File: config.mk
export PLATFORM = sky130hd
export DESIGN_NAME = alu_issue_sched
export DESIGN_NICKNAME = d
export VERILOG_FILES = /design/src/rtl/alu_issue_sched_pkg.sv /design/src/rtl/alu_issue_sched_rr_arbiter.sv /design/src/rtl/alu_issue_sched.sv
export SDC_FILE = /design/constraint.sdc
export NUM_CORES = 1
export LEC_CHECK = 0
export ABC_AREA = 0
export BUFFER_PORTS_ARGS = -buffer_cell sky130_fd_sc_hd__buf_2
export CELL_PAD_IN_SITES_DETAIL_PLACEMENT = 0
export CELL_PAD_IN_SITES_GLOBAL_PLACEMENT = 2
export CORE_AREA = 2 2 280 282
export CTS_CLUSTER_DIAMETER = 100
export DETAILED_ROUTE_END_ITERATION = 7
export DIE_AREA = 0 0 282 284
export PLACE_DENSITY_LB_ADDON = 0.1
export SLEW_MARGIN = 15
export SYNTH_ARGS = -nofsm -noshare
export SYNTH_HDL_FRONTEND = slang
export SYNTH_SLANG_ARGS = --single-unit
File: constraint.sdc
create_clock -name clk -period 4.9 [get_ports clk]
set_clock_uncertainty 0.1 [all_clocks]
set_input_delay 0.98 -clock clk [delete_from_list [all_inputs] [get_ports clk]]
set_output_delay 0.98 -clock clk [all_outputs]
set_load 0.01 [all_outputs]
File: src/rtl/alu_issue_sched_pkg.sv
// Shared types for the ALU issue scheduler: the issue packet carried from the
// reservation stations into the execute stage.
package alu_issue_sched_pkg;

    localparam int ISSUE_TAG_W = 5;

    typedef logic [31:0] rv32i_word;

    typedef enum logic [3:0] {
        UOP_ADD, UOP_SUB, UOP_SLL, UOP_SLT, UOP_SLTU, UOP_XOR,
        UOP_SRL, UOP_SRA, UOP_OR, UOP_AND, UOP_LUI, UOP_AUIPC
    } uopc;

    typedef enum logic [2:0] {
        IMM_I, IMM_S, IMM_B, IMM_U, IMM_J, IMM_NONE
    } imm_type_t;

    typedef struct packed {
        uopc                    uopcode;
        rv32i_word              rs1_v;
        rv32i_word              rs2_v;
        logic [19:0]            packed_imm;
        imm_type_t              imm_type;
        rv32i_word              pc;
        logic [ISSUE_TAG_W-1:0] tag;
    } issue_pkt_t;

endpackage

File: src/rtl/alu_issue_sched_rr_arbiter.sv
// Combinational round-robin arbiter: first set request at or after ptr,
// wrapping modulo N, gated by en.
module rr_arbiter #(
    parameter int N  = 4,
    parameter int IW = $clog2(N)
) (
    input  logic [N-1:0]  req,
    input  logic [IW-1:0] ptr,
    input  logic          en,
    output logic [N-1:0]  gnt,
    output logic [IW-1:0] idx
);

    int   j;
    logic found;

    always_comb begin
        gnt   = '0;
        idx   = '0;
        found = 1'b0;
        j     = 0;
        for (int k = 0; k < N; k++) begin
            j = int'(ptr) + k;
            if (j >= N) j = j - N;
            if (en && !found && req[IW'(j)]) begin
                gnt[IW'(j)] = 1'b1;
                idx         = IW'(j);
                found       = 1'b1;
            end
        end
    end

endmodule

File: src/rtl/alu_issue_sched.sv
// Shares the execute ALU between NUM_REQ requesters through a one-entry issue
// register, with round-robin grant, backpressure, flush and perf counters.
//   state | meaning
//   EMPTY | exe_valid=0, register free for a grant
//   FULL  | exe_valid=1, packet presented to the ALU stage
module alu_issue_sched
    import alu_issue_sched_pkg::*;
#(
    parameter int NUM_REQ = 4,
    parameter int TAG_W   = ISSUE_TAG_W,
    parameter int CNT_W   = 32
) (
    input  logic               clk,
    input  logic               rst_n,
    input  logic               flush,
    input  logic [NUM_REQ-1:0] req_valid,
    input  issue_pkt_t         req_pkt [NUM_REQ],
    output logic [NUM_REQ-1:0] grant,
    output logic               exe_valid,
    output issue_pkt_t         exe_pkt,
    input  logic               exe_ready,
    output logic [CNT_W-1:0]   issue_cnt,
    output logic [CNT_W-1:0]   stall_cnt
);

    localparam int PTR_W = $clog2(NUM_REQ);

    if (TAG_W != ISSUE_TAG_W) begin : g_tag_w_check
        $error("TAG_W must equal ISSUE_TAG_W carried in issue_pkt_t");
    end

    logic [PTR_W-1:0] rr_ptr;
    logic [PTR_W-1:0] gnt_idx;
    logic             can_issue;
    logic             grant_any;

    // rst_n gates the grant so requesters never dequeue while held in reset.
    assign can_issue = rst_n && !flush && (!exe_valid || exe_ready);
    assign grant_any = |grant;

    rr_arbiter #(.N(NUM_REQ)) u_arb (
        .req (req_valid),
        .ptr (rr_ptr),
        .en  (can_issue),
        .gnt (grant),
        .idx (gnt_idx)
    );

    always_ff @(posedge clk or negedge rst_n) begin
        if (!rst_n) begin
            exe_valid <= 1'b0;
            exe_pkt   <= '0;
            rr_ptr    <= '0;
            issue_cnt <= '0;
            stall_cnt <= '0;
        end else begin
            if (flush) begin
                exe_valid <= 1'b0;
            end else if (grant_any) begin
                exe_valid <= 1'b1;
                exe_pkt   <= req_pkt[gnt_idx];
            end else if (exe_ready) begin
                exe_valid <= 1'b0;
            end

            if (grant_any)
                rr_ptr <= (gnt_idx == PTR_W'(NUM_REQ - 1)) ? '0 : gnt_idx + PTR_W'(1);

            issue_cnt <= issue_cnt + CNT_W'(grant_any);
            stall_cnt <= stall_cnt + CNT_W'(exe_valid && !exe_ready);
        end
    end

endmodule
==> key figures <==
Synthesis
  – Largest family of logic cells by synthesized area: multiplexers
  – Yosys warns: 0
  – Cell area after synthesis: 0.0114 mm2
  – Synth Area in Compound Gates: 0.0117
  – Mux contribution to synthesized area: 0.418
  – Post-synth top area cell: dfrtp_1
  – Post-synthesis cell count: 725
  – Mean post-synth cell area: 15.7 um2
  – Seq/Total Area, Yosys: 0.428
  – Simple-Gate Fraction of Synth Area: 0.0537
  – Xor/xnor share of the synthesized area: 0.0476
  – Syn Nets: 1257
  – Post-synth EDFFs: 0
  – Synthesized flop and latch total: 195
  – Synth Area in Adders: 0.0132
  – Share of the synthesized area in the top cell type: 0.428
  – FFs w/ async S/R, synth: 1.00
  – Ranking of synthesized cells by area: dfrtp_1 43%, mux4_2 26%, mux2_4 11%, mux2_2 4.0%, xnor2_1 3.4%
  – Main flop type after synthesis: dfrtp_1
  – Netlist cell types: 41

CTS
  – Clock slew at reported path FFs: 0.09 ns
  – Clk buf depth: 2
  – Skew-Pair Late Insertion Delay: 0.48 ns
  – TritonCTS clock tree: built
  – Clk sink count: 195
  – CTS H-tree depth: 4
  – Hold buffer count at CTS: 0
  – Total CTS buffers: 17
  – Clock Tree Root: clkbuf_16

Worst setup path
  – WP depth: 16
  – Reg2reg start: rr_ptr[1]$_DFFE_PN0N_
  – CP top delay family: simple AND/OR/NAND/NOR gates
  – CP max stage delay: 0.62 ns
  – Worst EP required: 5.18 ns
  – Worst R2R Path Depth: 16
  – Critical Path End: issue_cnt[31]$_DFF_PN0_
  – Critical path class: reg2reg
  – Slowest library cell on the worst path: or4b_2
  – CP Capture Type: flop
  – Worst setup path startpoint: rr_ptr[1]$_DFFE_PN0N_
  – CP Max Fanout: 6
  – CP bufs+invs: 2
  – Crit-path cells: inv_1, ha_1, mux2i_1, or4b_2, o32ai_1, buf_4, nand2_1, o211ai_1, or4_4, ha_1, nand4_1, nor3_2, nand4_1, nor2_1, nand3_1, xnor2_1
  – Crit Reg-Reg Endpoint: issue_cnt[31]$_DFF_PN0_
  – Worst Setup Start Kind: flop
  – R2r setup slk: 0.44 ns
  – Worst Path Arrival: 4.74 ns

Timing
  – Hold Vio Cnt, Final: 0
  – Fin crit period: 4.46 ns
  – Rel. slew slack: 0.311
  – Final worst-path setup slack: 0.436 ns
  – Fin. max-slew vios: 0
  – Final hold slack: 0.375 ns
  – Final setup viols: 0
  – Fin crit share: 0.911
  – Max Freq: 224 MHz
  – Unrepaired setup endpoints after global routing: no
  – Slew @ Worst Pin: 1.03 ns

Floorplan
  – Die area: 0.0801 mm2
  – Initial core utilization: 0.148
  – Die W: 282 um
  – CORE AREA: 0.0770 mm2
  – Row Count: 102
  – # IOs: 717
  – Die height: 284 um

Finish
  – Most common cell after layout, fill and taps aside: buf_2
  – Fillers: 8405
  – Layout cell share with drive strength beyond 1: 0.717
  – Layout net count: 1980
  – Most frequent cells in the layout: 715 x buf_2, 195 x dfrtp_1, 130 x mux4_2
  – Finished Layout Cells: 2502
  – Area Growth Syn to Fin: 48.6%
  – Final Core Density: 0.220

GRT
  – Largest net degree at the start of global routing: 111
  – Gr ovfl total: 0
  – Initial antenna violation count: 11
  – Global-route wire length before repair: 76700 um
  – GR Util All Layers: 0.134
  – Vias in the first global route: 10400

Power and ir drop
  – Pwr Total: 9.61 mW
  – LEAKAGE: 7.95 nW
  – PD cells: 567 mW/mm2
  – IR drop worst, VDD: 0.447 mV

Worst hold path
  – Worst Hold Class: reg2reg
  – Hold Crit Start: stall_cnt[31]$_DFF_PN0_

Job
  – Maxcap violations: 0

Place
  – Placed instance count: 2469
  – Port buffer count: 716
  – Dpl hpwl: 46000 um
  – Pre-CTS worst setup slack: -0.0401 ns
  – Routability Congestion: 0.892

Route
  – WL per Instance: 21.8 um
  – Post-DRT Antenna Nets: 0
  – Routed WL: 54600 um
  – DR DRC count: 0
  – Initial DRC Count: 420
  – Routed via count: 9616
  – Vias per cell: 3.84
  – Drt pass-1 iters: 5

Status
  – Status: finished clean
-- what timing repair did --
action,CTS,global route
resized for setup,0,1
endpoints found under the hold margin,0,0
setup buffers,0,0
endpoints found under the setup margin,0,3
-- worst min-delay path by stage --
stage,cells after the start,endpoint
global route,1,issue_cnt[13]$_DFF_PN0_
global placement,1,stall_cnt[31]$_DFF_PN0_
floorplan,1,issue_cnt[31]$_DFF_PN0_
finish,1,stall_cnt[31]$_DFF_PN0_
CTS,1,stall_cnt[31]$_DFF_PN0_
detailed placement,1,stall_cnt[31]$_DFF_PN0_
-- area by class of cell --
type	instances	area, um2	share of cell area
sequential	195	4880	0.288
timing repair buffer	750	3910	0.231
antenna	1	2.50	0.000148
clock buffer	18	439	0.0259
clock inverter	14	174	0.0103
inverter	5	18.8	0.00111
multi-input combinational	479	6230	0.367
tap	1040	1300	0.0767
-- state kept, by name (all words and copies together), names as in the netlist, named ones only --
register and flops:
issue_cnt 32, rr_ptr 1, exe_pkt 128, stall_cnt 32, exe_valid 1
-- Yosys cell counts (2+ instances only) --
| master | count |
|---|---|
| dfrtp_1 | 195 |
| xor2_1 | 18 |
| nand3b_1 | 2 |
| nor4_1 | 3 |
| mux2i_1 | 7 |
| mux2_4 | 87 |
| ha_1 | 12 |
| nand3_1 | 28 |
| buf_2 | 21 |
| a222oi_1 | 2 |
| nor2_1 | 16 |
| buf_6 | 11 |
| buf_1 | 4 |
| and3_1 | 13 |
| mux2_2 | 41 |
| clkbuf_1 | 4 |
| nand2b_1 | 2 |
| and4_1 | 2 |
| o21a_1 | 2 |
| a32oi_1 | 2 |
| nand4_1 | 11 |
| mux4_2 | 130 |
| inv_1 | 5 |
| xnor2_1 | 44 |
| nand2_1 | 38 |
| buf_4 | 6 |
| nor3_1 | 5 |
-- per-stage QoR --
step / setup TNS (ns) / instance area (um2)
final: 0 / 17000
after global routing: 0 / 17000
after CTS: 0 / 16900
after detailed placement: -0.0829 / 16300
after global placement: 0 / 16300
after floorplan: 0 / 11400
-- metal layers --
layer,global-route usage,up-vias,wire (um)
li1,-,4271,-
met1,0.151,4855,20300
met2,0.248,440,29400
met4,0.0291,8,623
met3,0.0394,42,4230
met5,0,-,51
-- logic make-up after synthesis --
kind of cell,Yosys count
buffers and inverters,51
flip-flops,195
multiplexers,265
AO/OA/AOI/OAI,16
AND/OR/NAND/NOR,124
adder cells (fa/ha/maj),12
XOR/XNOR,62
-- report_power, final --
group          total, mW  internal [mW]  switching (mW)
clock               1.51          0.707           0.798
combinational       5.54           2.98            2.56
sequential          2.57           2.23           0.337
Power figures use the tool's default switching activity.
